File: config.mk
export PLATFORM = sky130hd
export DESIGN_NAME = tail_light_decoder_flat
export DESIGN_NICKNAME = d
export VERILOG_FILES = /design/src/rtl/tail_light_decoder_if.sv /design/src/rtl/tail_light_decoder.sv /design/src/flat_wrapper.sv
export SDC_FILE = /design/constraint.sdc
export NUM_CORES = 1
export LEC_CHECK = 0
export ABC_AREA = 1
export CORE_UTILIZATION = 40
export DETAILED_ROUTE_END_ITERATION = 6
export HOLD_SLACK_MARGIN = 0.02
export MAX_ROUTING_LAYER = met4
export PLACE_DENSITY = 0.65
export SLEW_MARGIN = 20
export SYNTH_ARGS = -nofsm -noshare
export SYNTH_HDL_FRONTEND = slang
export SYNTH_SLANG_ARGS = --single-unit
File: constraint.sdc
create_clock -name clk -period 2.66 [get_ports clk]
set_input_delay 0.532 -clock clk [delete_from_list [all_inputs] [get_ports clk]]
set_output_delay 0.532 -clock clk [all_outputs]
set_load 0.01 [all_outputs]
File: src/rtl/tail_light_decoder_if.sv
// Tail-light monitor bus: the observed 6-bit light pattern and error clear
// going into the decoder, and the direction/status flags coming back out.
interface tail_light_decoder_if #(
  parameter int CNT_W = 8
);
  logic [5:0]       light;
  logic             err_clr;
  logic             dir_left;
  logic             dir_right;
  logic             seq_done;
  logic             seq_dir;
  logic             err_pulse;
  logic             err_sticky;
  logic [CNT_W-1:0] done_count;

  modport master (
    output light, err_clr,
    input  dir_left, dir_right, seq_done, seq_dir, err_pulse, err_sticky, done_count
  );

  modport slave (
    input  light, err_clr,
    output dir_left, dir_right, seq_done, seq_dir, err_pulse, err_sticky, done_count
  );
endinterface

File: src/rtl/tail_light_decoder.sv
// Receive-side checker for the tail-light sequencer bus. Tracks the legal
// 001 -> 011 -> 111 -> 000 sweep on either the left (light[5:3]) or right
// (light[2:0]) group, reports direction, completed sweeps and illegal
// patterns. Every output is registered: the pattern sampled on one edge is
// reflected on the outputs right after that edge.
// Optional: define TAIL_DECODER_HOLD_EN to let each sweep step repeat for up
// to HOLD_MAX extra cycles (sequencers running off a slow enable).
module tail_light_decoder #(
  parameter int CNT_W    = 8,
  parameter int HOLD_MAX = 3
) (
  input logic                 clk,
  input logic                 reset,
  tail_light_decoder_if.slave bus
);

  typedef enum logic [2:0] {
    IDLE = 3'd0,
    L1   = 3'd1,
    L2   = 3'd2,
    L3   = 3'd3,
    R1   = 3'd4,
    R2   = 3'd5,
    R3   = 3'd6,
    ERR  = 3'd7
  } state_t;

  localparam logic [CNT_W-1:0] CNT_MAX = {CNT_W{1'b1}};

  if (HOLD_MAX < 0) begin : g_hold_range
    $error("HOLD_MAX must not be negative");
  end

  state_t           state_q, state_d;
  logic             seq_done_q, seq_done_d;
  logic             seq_dir_q, seq_dir_d;
  logic             err_pulse_q, err_pulse_d;
  logic             err_sticky_q, err_sticky_d;
  logic [CNT_W-1:0] done_count_q, done_count_d;
  logic             dir_left_q, dir_left_d;
  logic             dir_right_q, dir_right_d;
  logic             hold_ok;

  // Pattern that must be on the bus while sitting in a sweep state.
  function automatic logic [5:0] own_pattern(input state_t s);
    case (s)
      L1:      own_pattern = 6'b001_000;
      L2:      own_pattern = 6'b011_000;
      L3:      own_pattern = 6'b111_000;
      R1:      own_pattern = 6'b000_001;
      R2:      own_pattern = 6'b000_011;
      R3:      own_pattern = 6'b000_111;
      default: own_pattern = 6'b000_000;
    endcase
  endfunction

  // Pattern that legally advances a sweep state; the last step returns to 000000.
  function automatic logic [5:0] advance_pattern(input state_t s);
    case (s)
      L1:      advance_pattern = 6'b011_000;
      L2:      advance_pattern = 6'b111_000;
      R1:      advance_pattern = 6'b000_011;
      R2:      advance_pattern = 6'b000_111;
      default: advance_pattern = 6'b000_000;
    endcase
  endfunction

  // Saturating increment of the completed-sweep counter.
  function automatic logic [CNT_W-1:0] sat_inc(input logic [CNT_W-1:0] v);
    sat_inc = (v == CNT_MAX) ? v : v + 1'b1;
  endfunction

`ifdef TAIL_DECODER_HOLD_EN
  localparam int HOLD_W = (HOLD_MAX > 0) ? $clog2(HOLD_MAX + 1) : 1;

  logic [HOLD_W-1:0] hold_q, hold_d;

  // A repeat of the current step's own pattern is tolerated while budget remains.
  always_comb begin
    hold_ok = (state_q != IDLE) && (state_q != ERR) &&
              (bus.light == own_pattern(state_q)) &&
              (hold_q < HOLD_W'(HOLD_MAX));
    hold_d  = '0;
    if (hold_ok && (state_d == state_q)) begin
      hold_d = hold_q + 1'b1;
    end
  end

  // Hold counter register; cleared by reset and on every state change.
  always_ff @(posedge clk) begin
    if (reset) begin
      hold_q <= '0;
    end else begin
      hold_q <= hold_d;
    end
  end
`else
  assign hold_ok = 1'b0;
`endif

  // Next-state and next-output decode from the sampled light pattern.
  always_comb begin
    state_d     = state_q;
    seq_done_d  = 1'b0;
    seq_dir_d   = 1'b0;

    case (state_q)
      IDLE: begin
        if (bus.light == 6'b000_000) begin
          state_d = IDLE;
        end else if (bus.light == 6'b001_000) begin
          state_d = L1;
        end else if (bus.light == 6'b000_001) begin
          state_d = R1;
        end else begin
          state_d = ERR;
        end
      end
      L1, L2, R1, R2: begin
        if (bus.light == advance_pattern(state_q)) begin
          state_d = state_t'(state_q + 3'd1);
        end else if (!hold_ok) begin
          state_d = ERR;
        end
      end
      L3, R3: begin
        if (bus.light == 6'b000_000) begin
          state_d    = IDLE;
          seq_done_d = 1'b1;
          seq_dir_d  = (state_q == R3);
        end else if (!hold_ok) begin
          state_d = ERR;
        end
      end
      default: begin
        if (bus.light == 6'b000_000) begin
          state_d = IDLE;
        end
      end
    endcase

    err_pulse_d  = (state_d == ERR) && (state_q != ERR);
    err_sticky_d = err_pulse_d | (err_sticky_q & ~bus.err_clr);
    done_count_d = seq_done_d ? sat_inc(done_count_q) : done_count_q;
    dir_left_d   = (state_d == L1) || (state_d == L2) || (state_d == L3);
    dir_right_d  = (state_d == R1) || (state_d == R2) || (state_d == R3);
  end

  // State and output registers; reset overrides any sweep in progress.
  always_ff @(posedge clk) begin
    if (reset) begin
      state_q      <= IDLE;
      seq_done_q   <= 1'b0;
      seq_dir_q    <= 1'b0;
      err_pulse_q  <= 1'b0;
      err_sticky_q <= 1'b0;
      done_count_q <= '0;
      dir_left_q   <= 1'b0;
      dir_right_q  <= 1'b0;
    end else begin
      state_q      <= state_d;
      seq_done_q   <= seq_done_d;
      seq_dir_q    <= seq_dir_d;
      err_pulse_q  <= err_pulse_d;
      err_sticky_q <= err_sticky_d;
      done_count_q <= done_count_d;
      dir_left_q   <= dir_left_d;
      dir_right_q  <= dir_right_d;
    end
  end

  assign bus.dir_left   = dir_left_q;
  assign bus.dir_right  = dir_right_q;
  assign bus.seq_done   = seq_done_q;
  assign bus.seq_dir    = seq_dir_q;
  assign bus.err_pulse  = err_pulse_q;
  assign bus.err_sticky = err_sticky_q;
  assign bus.done_count = done_count_q;

endmodule

File: src/flat_wrapper.sv
// flat-port wrapper written by rule: the top's interface ports become plain ports
module tail_light_decoder_flat 
#(
  parameter int CNT_W    = 8,
  parameter int HOLD_MAX = 3
)
  (clk, reset, bus_light, bus_err_clr, bus_dir_left, bus_dir_right, bus_seq_done, bus_seq_dir, bus_err_pulse, bus_err_sticky, bus_done_count);
  tail_light_decoder_if #(.CNT_W(CNT_W)) bus_i ();
  input logic clk;
  input logic reset;
  input wire logic [$bits(bus_i.light)-1:0] bus_light;
  input wire logic [$bits(bus_i.err_clr)-1:0] bus_err_clr;
  output wire logic [$bits(bus_i.dir_left)-1:0] bus_dir_left;
  output wire logic [$bits(bus_i.dir_right)-1:0] bus_dir_right;
  output wire logic [$bits(bus_i.seq_done)-1:0] bus_seq_done;
  output wire logic [$bits(bus_i.seq_dir)-1:0] bus_seq_dir;
  output wire logic [$bits(bus_i.err_pulse)-1:0] bus_err_pulse;
  output wire logic [$bits(bus_i.err_sticky)-1:0] bus_err_sticky;
  output wire logic [$bits(bus_i.done_count)-1:0] bus_done_count;
  assign bus_i.light = bus_light;
  assign bus_i.err_clr = bus_err_clr;
  assign bus_dir_left = bus_i.dir_left;
  assign bus_dir_right = bus_i.dir_right;
  assign bus_seq_done = bus_i.seq_done;
  assign bus_seq_dir = bus_i.seq_dir;
  assign bus_err_pulse = bus_i.err_pulse;
  assign bus_err_sticky = bus_i.err_sticky;
  assign bus_done_count = bus_i.done_count;
  tail_light_decoder #(.CNT_W(CNT_W), .HOLD_MAX(HOLD_MAX)) u_core (.clk(clk), .reset(reset), .bus(bus_i));
endmodule
==> results of run 1 <==
[worst reg2reg max path, cell delays in order (launching register included)]
cell and delay (ns):
dfxtp_1 0.39, inv_1 0.09, ha_1 0.25, nand2_1 0.16, nand2_4 0.10, nor2_4 0.08, nand3_2 0.07, inv_1 0.09
o21ai_0 0.15, nand3_2 0.14, nor2_1 0.05, nand2_1 0.07, nand2_1 0.05
[layer usage]
layer / share of wire, % / up-vias / track usage [%]
li1: - / 550 / -
met1: 48 / 469 / 20.9
met2: 46 / 21 / 27.5
met3: 4.0 / 6 / 4.31
met4: 1.8 / 0 / 7.46
met5: 0 / - / -
[worst min path at each step]
stage | start | end | slack, ns | cells after the start
global placement | u_core.bus.err_sticky$_SDFF_PP0_ | u_core.bus.err_sticky$_SDFF_PP0_ | 0.46 | 2
global route | u_core.bus.done_count[2]$_SDFFE_PP0P_ | u_core.bus.done_count[2]$_SDFFE_PP0P_ | 0.52 | 2
CTS | u_core.bus.err_sticky$_SDFF_PP0_ | u_core.bus.err_sticky$_SDFF_PP0_ | 0.49 | 2
detailed placement | u_core.bus.err_sticky$_SDFF_PP0_ | u_core.bus.err_sticky$_SDFF_PP0_ | 0.47 | 2
finish | u_core.bus.err_sticky$_SDFF_PP0_ | u_core.bus.err_sticky$_SDFF_PP0_ | 0.48 | 2
floorplan | u_core.bus.err_sticky$_SDFF_PP0_ | u_core.bus.err_sticky$_SDFF_PP0_ | 0.49 | 2
[cells by family after synthesis]
logic type / count (synthesis) / synth area share [%]
flip-flops: 17 / 32.2
XOR/XNOR: 3 / 2.49
AO/OA/AOI/OAI: 16 / 8.05
AND/OR/NAND/NOR: 90 / 40.9
adder cells (fa/ha/maj): 6 / 7.10
buffers and inverters: 26 / 9.23
[stage by stage]
stage | total power (uW) | worst slack [ns] | area, um^2
global placement | 947 | 0.571 | 1320
CTS | 1090 | 0.815 | 1340
global route | 1180 | 0.677 | 1340
floorplan | 810 | 1.11 | 1060
finish | 1090 | 0.825 | 1340
detailed placement | 951 | 0.510 | 1320
[sequential cells by signal, indices dropped and copies added (netlist names)]
signal                 flops
u_core.state_q             3
u_core.bus.dir_left        1
u_core.bus.dir_right       1
u_core.bus.seq_dir         1
u_core.bus.err_pulse       1
u_core.bus.err_sticky      1
u_core.bus.done_count      8
u_core.bus.seq_done        1
[synth_stat cells (all sizes together)]
master	count
a21boi	1
a21oi	8
and3	1
dfxtp	17
ha	6
inv	26
nand2	49
nand3	12
nand3b	1
nand4	5
nor2	19
nor3	3
o21ai	6
o21bai	1
xnor2	1
xor2	2
[final cells by class]
cell class	count	area [um^2]	share of cell area (%)
Multi-Input combinational cell	115	619	46.2
Clock buffer	4	26.3	1.96
Inverter	26	97.6	7.28
Sequential cell	17	340	25.4
Timing Repair Buffer	22	220	16.4
Tap cell	30	37.5	2.80
[power breakdown]
| group | switching (uW) | internal, uW | total, uW |
|---|---|---|---|
| clock network | 79.5 | 58.3 | 138 |
| logic | 388 | 234 | 622 |
| registers | 30.7 | 298 | 329 |
| total | 498 | 590 | 1090 |
==> impl_metrics.tcl, run 1 <==
set metrics [dict create \
    cp_slowest_stage_delay_ns 0.45 \
    syn_inst 158 \
    num-nets-final 200 \
    path_delay_family "simple AND/OR/NAND/NOR gates" \
    avgSynthCellArea_um2 6.69 \
    drt_iter0_markers 32 \
    first_pass_iters 4 \
    clockBufferDepth 2 \
    portBuffers 22 \
    setup.worst_path.start "bus_light[4]" \
    cp-end-kind "flop" \
    ys_top_cells_by_area "dfxtp_1, nand2_1, inv_1" \
    synth_top_area_share_pct 32.2 \
    ir_worst_vdd_mv 0.571 \
    final_cells 214 \
    post_cts_buffers 0 \
    rows 18 \
    ys_types 24 \
    antenna_found_initial 0 \
    most-common-layout-cells "nand2_1, inv_1, clkdlybuf4s50_1" \
    worstSetupEndpoint "u_core.bus.done_count[4]$_SDFFE_PP0P_" \
    maxSlewHeadroom_pct 76.7 \
    syn_nets 173 \
    numCtsBuffers 3 \
    grt.overflow.total 0 \
    final.min_clock_period_ns 1.83 \
    cts_max_level 1 \
    fmaxAchievable_ghz 0.545 \
    cap_violations 0 \
    ios 23 \
    final-hold-violation-count 0 \
    worstPathCellList "clkdlybuf4s50_1 -> nor2_1 -> nand3_1 -> inv_2 -> nand3_4 -> inv_2 -> nand2_2 -> nor2_1 -> nand2_1 -> and3_1" \
    path_max_fanout 8 \
    dpl.hpwl_um 1710 \
    hold_class "flop to flop" \
    rsz0062_at_grt "no" \
    tns_ns 0 \
    setup_violations 0 \
    die_width_um 53.4 \
    startpoint_type "input pin" \
    core_area_um2 2480 \
    root_buffer "clkbuf_4" \
    wl_um 2150 \
    drc 0 \
    regToRegSetupSlack_ns 0.88 \
    reg2reg_depth 12 \
    outcome "finished, final reports clean" \
    critPathArrivalTime_ns 2.04 \
    slew_violations 0 \
    grt_pass1_wl_um 3510 \
    path_depth 10 \
    fin_worst_skew_ns 0.0154 \
    clk_latency_ns 0.29 \
    layout-drive-gt1-share_pct 9.78 \
    power_density_nw_per_um2 811 \
    worst_pin_slew_ns 0.346 \
    clkTransAtPathRegs_ns 0.11 \
    crit_buf_inv 3 \
    ctsHoldBuffers 0 \
    cts.sinks 17 \
    cts_resized 0 \
    crit_type "input pin to flop" \
    die_area_um2 2850 \
    synth_area_um2 1060 \
    required_ns 2.86 \
    grt_pass1_vias 891 \
    vias_per_cell 4.89 \
    cp_slowest_cell "clkdlybuf4s50_1" \
    cts_tree "built" \
    num-fill-cells 249 \
    gp_congestion 0.877 \
    yosys_warnings 0 \
    synth_seq_cells 17 \
    final_common_cell "nand2_1" \
    regToRegStartpoint "u_core.state_q[0]$_SDFF_PP0_" \
    fin_util_pct 54.1 \
    worstReg2RegEnd "u_core.bus.err_sticky$_SDFF_PP0_" \
    grt.total_usage_pct 17.4 \
    detail-route-antenna-nets 0 \
    ys_seq_area_share_pct 32.2 \
    detail_route.wl_per_cell_um 10.1 \
    placed_cells 210 \
    leakagePower_uw 0.000635 \
    dieHeight_um 53.4 \
    syn_to_final_growth_pct 26.9 \
    post-route-period-util_pct 69.0 \
    initial_core_util_pct 42.7 \
    hold_ws_ns 0.485 \
    grt_max_degree 10 \
    n_antenna_cell 0 \
    vias 1046 \
    synth_top_area_cell "dfxtp_1" \
]
No activity file was read; power rests on OpenSTA's default activity.
==> run 2, diff against run 1 <==
==> constraint.sdc (replaced) <==
create_clock -name clk -period 1.9 [get_ports clk]
set_input_delay 0.38 -clock clk [delete_from_list [all_inputs] [get_ports clk]]
set_output_delay 0.38 -clock clk [all_outputs]
set_load 0.01 [all_outputs]
==> impl_metrics.tcl, run 2 (synthesis results as in run 1) <==
set metrics [dict create \
    outcome "finished, final reports clean" \
    required_ns 2.10 \
    antenna_found_initial 0 \
    hold_path_depth 2 \
    reg2reg_depth 12 \
    place_ws_ns -0.00435 \
    grt_pass1_wl_um 3880 \
    setup_violations 0 \
    place_area_um2 1350 \
    switchingPower_uw 706 \
    grt_max_degree 11 \
    final-hold-violation-count 0 \
    cp-end-kind "flop" \
    cts_resized 0 \
    cp_slowest_cell "dfxtp_1" \
    combPwrFrac_pct 57.3 \
    worst_pin_slew_ns 0.313 \
    grt.overflow.total 0 \
    most-common-layout-cells "nand2_1, inv_1, clkdlybuf4s50_1" \
    grt_pass1_vias 974 \
    num-fill-cells 252 \
    crit_buf_inv 2 \
    fin_ws_ns 0.141 \
    first_pass_iters 4 \
    post-route-period-util_pct 92.6 \
    met1Wirelength_um 1090 \
    vias_per_cell 4.81 \
    maxSlewHeadroom_pct 78.9 \
    wl_met3_um 48 \
    die_width_um 53.4 \
    path_delay_family "simple AND/OR/NAND/NOR gates" \
    portBuffers 22 \
    critPathMostFrequentCell "nand2_1" \
    vias 1048 \
    finalInstanceArea_um2 1370 \
    numCtsBuffers 3 \
    final_common_cell "nand2_1" \
    rsz0062_at_grt "no" \
    crit_type "flop to flop" \
    initial_core_util_pct 42.7 \
    cp_slowest_stage_delay_ns 0.39 \
    drc 0 \
    final.min_clock_period_ns 1.76 \
    power_density_nw_per_um2 1120 \
    clkPwrFrac_pct 12.6 \
    worstPathCellList "inv_1 -> ha_1 -> nand2_1 -> nand2_4 -> nor2_4 -> nand3_2 -> inv_1 -> o21ai_0 -> nand3_2 -> nor2_1 -> nand2_1 -> nand2_1" \
    path_max_fanout 4 \
    n_antenna_cell 0 \
    highest_layer "met4" \
    switching_share_pct 46.1 \
    internal-power_uw 825 \
    rows 18 \
    startpoint_type "flop" \
    slew_violations 0 \
    fmaxAchievable_ghz 0.569 \
    met2_length_um 1090 \
    grt.total_usage_pct 19.0 \
    cts.sinks 17 \
    layout-drive-gt1-share_pct 12.2 \
    syn_to_final_growth_pct 29.8 \
    cap_violations 0 \
    dpl.hpwl_um 1850 \
    cts_max_level 1 \
    cts_tree "built" \
    ir_worst_vdd_mv 0.881 \
    critPathArrivalTime_ns 1.96 \
    post_cts_buffers 0 \
    dieHeight_um 53.4 \
    power_frac_seq_pct 30.1 \
    detail_route.wl_per_cell_um 10.3 \
    seq_area_um2 340 \
    clockBufferDepth 2 \
    num-nets-final 204 \
    die_area_um2 2850 \
    core_area_um2 2480 \
    ios 23 \
    fin_worst_skew_ns 0.00787 \
    leakagePower_uw 0.000657 \
    detail-route-antenna-nets 0 \
    clkTransAtPathRegs_ns 0.10 \
    drt_iter0_markers 14 \
    multiInputGateArea_um2 619 \
    hold_class "flop to flop" \
    root_buffer "clkbuf_4" \
    wl_um 2240 \
    largest_register_ffs 8 \
    path_depth 12 \
    ctsHoldBuffers 0 \
    gp_congestion 0.889 \
    clk_latency_ns 0.29 \
]
-- run 2: power groups by stage --
| stage | clock network (uW) | logic [uW] | registers, uW |
|---|---|---|---|
| after floorplan | 0 | 661 | 473 |
| after global placement | 0 | 860 | 469 |
| after detailed placement | 0 | 875 | 471 |
| after CTS | 205 | 881 | 462 |
| after global routing | 215 | 1000 | 470 |
| final | 193 | 878 | 461 |
-- run 2: area by class of cell --
cell class / instances / share of cell area (%)
timing repair buffer: 26 / 18.2
inverter: 26 / 7.11
multi-input combinational: 115 / 45.1
clock inverter: 1 / 0.365
clock buffer: 3 / 1.64
sequential: 17 / 24.8
tap: 30 / 2.73
-- run 2: stage by stage --
stage / setup TNS [ns] / util, % / power [uW] / hold WS, ns / instances
final: 0 / 55.4 / 1530 / 0.485 / 218
after global placement: 0 / 54.3 / 1330 / 0.466 / 214
after CTS: 0 / 55.4 / 1550 / 0.488 / 218
after detailed placement: -0.00435 / 54.3 / 1350 / 0.468 / 214
after global routing: 0 / 55.4 / 1690 / 0.513 / 218
after floorplan: 0 / - / 1130 / 0.449 / 158
-- run 2: tightest hold or removal path, stage by stage (launching register included) --
cell	delay [ns]
dfxtp_1	0.32
nand3b_1	0.08
nand2_1	0.05
-- run 2: path summary, 6_finish.rpt --
kind / start / to / slack (ns)
setup / recovery: u_core.state_q[0]$_SDFF_PP0_ / u_core.bus.err_sticky$_SDFF_PP0_ / 0.14
hold / removal: u_core.bus.err_sticky$_SDFF_PP0_ / u_core.bus.err_sticky$_SDFF_PP0_ / 0.48
setup reg to reg: u_core.state_q[0]$_SDFF_PP0_ / u_core.bus.err_sticky$_SDFF_PP0_ / 0.14
hold reg to reg: u_core.bus.err_sticky$_SDFF_PP0_ / u_core.bus.err_sticky$_SDFF_PP0_ / 0.48
-- run 2: layer usage --
layer / track usage, % / vias to the layer above
li1: - / 560
met1: 21.1 / 477
met2: 33.8 / 9
met3: 4.31 / 2
met4: 5.26 / 0
met5: - / -
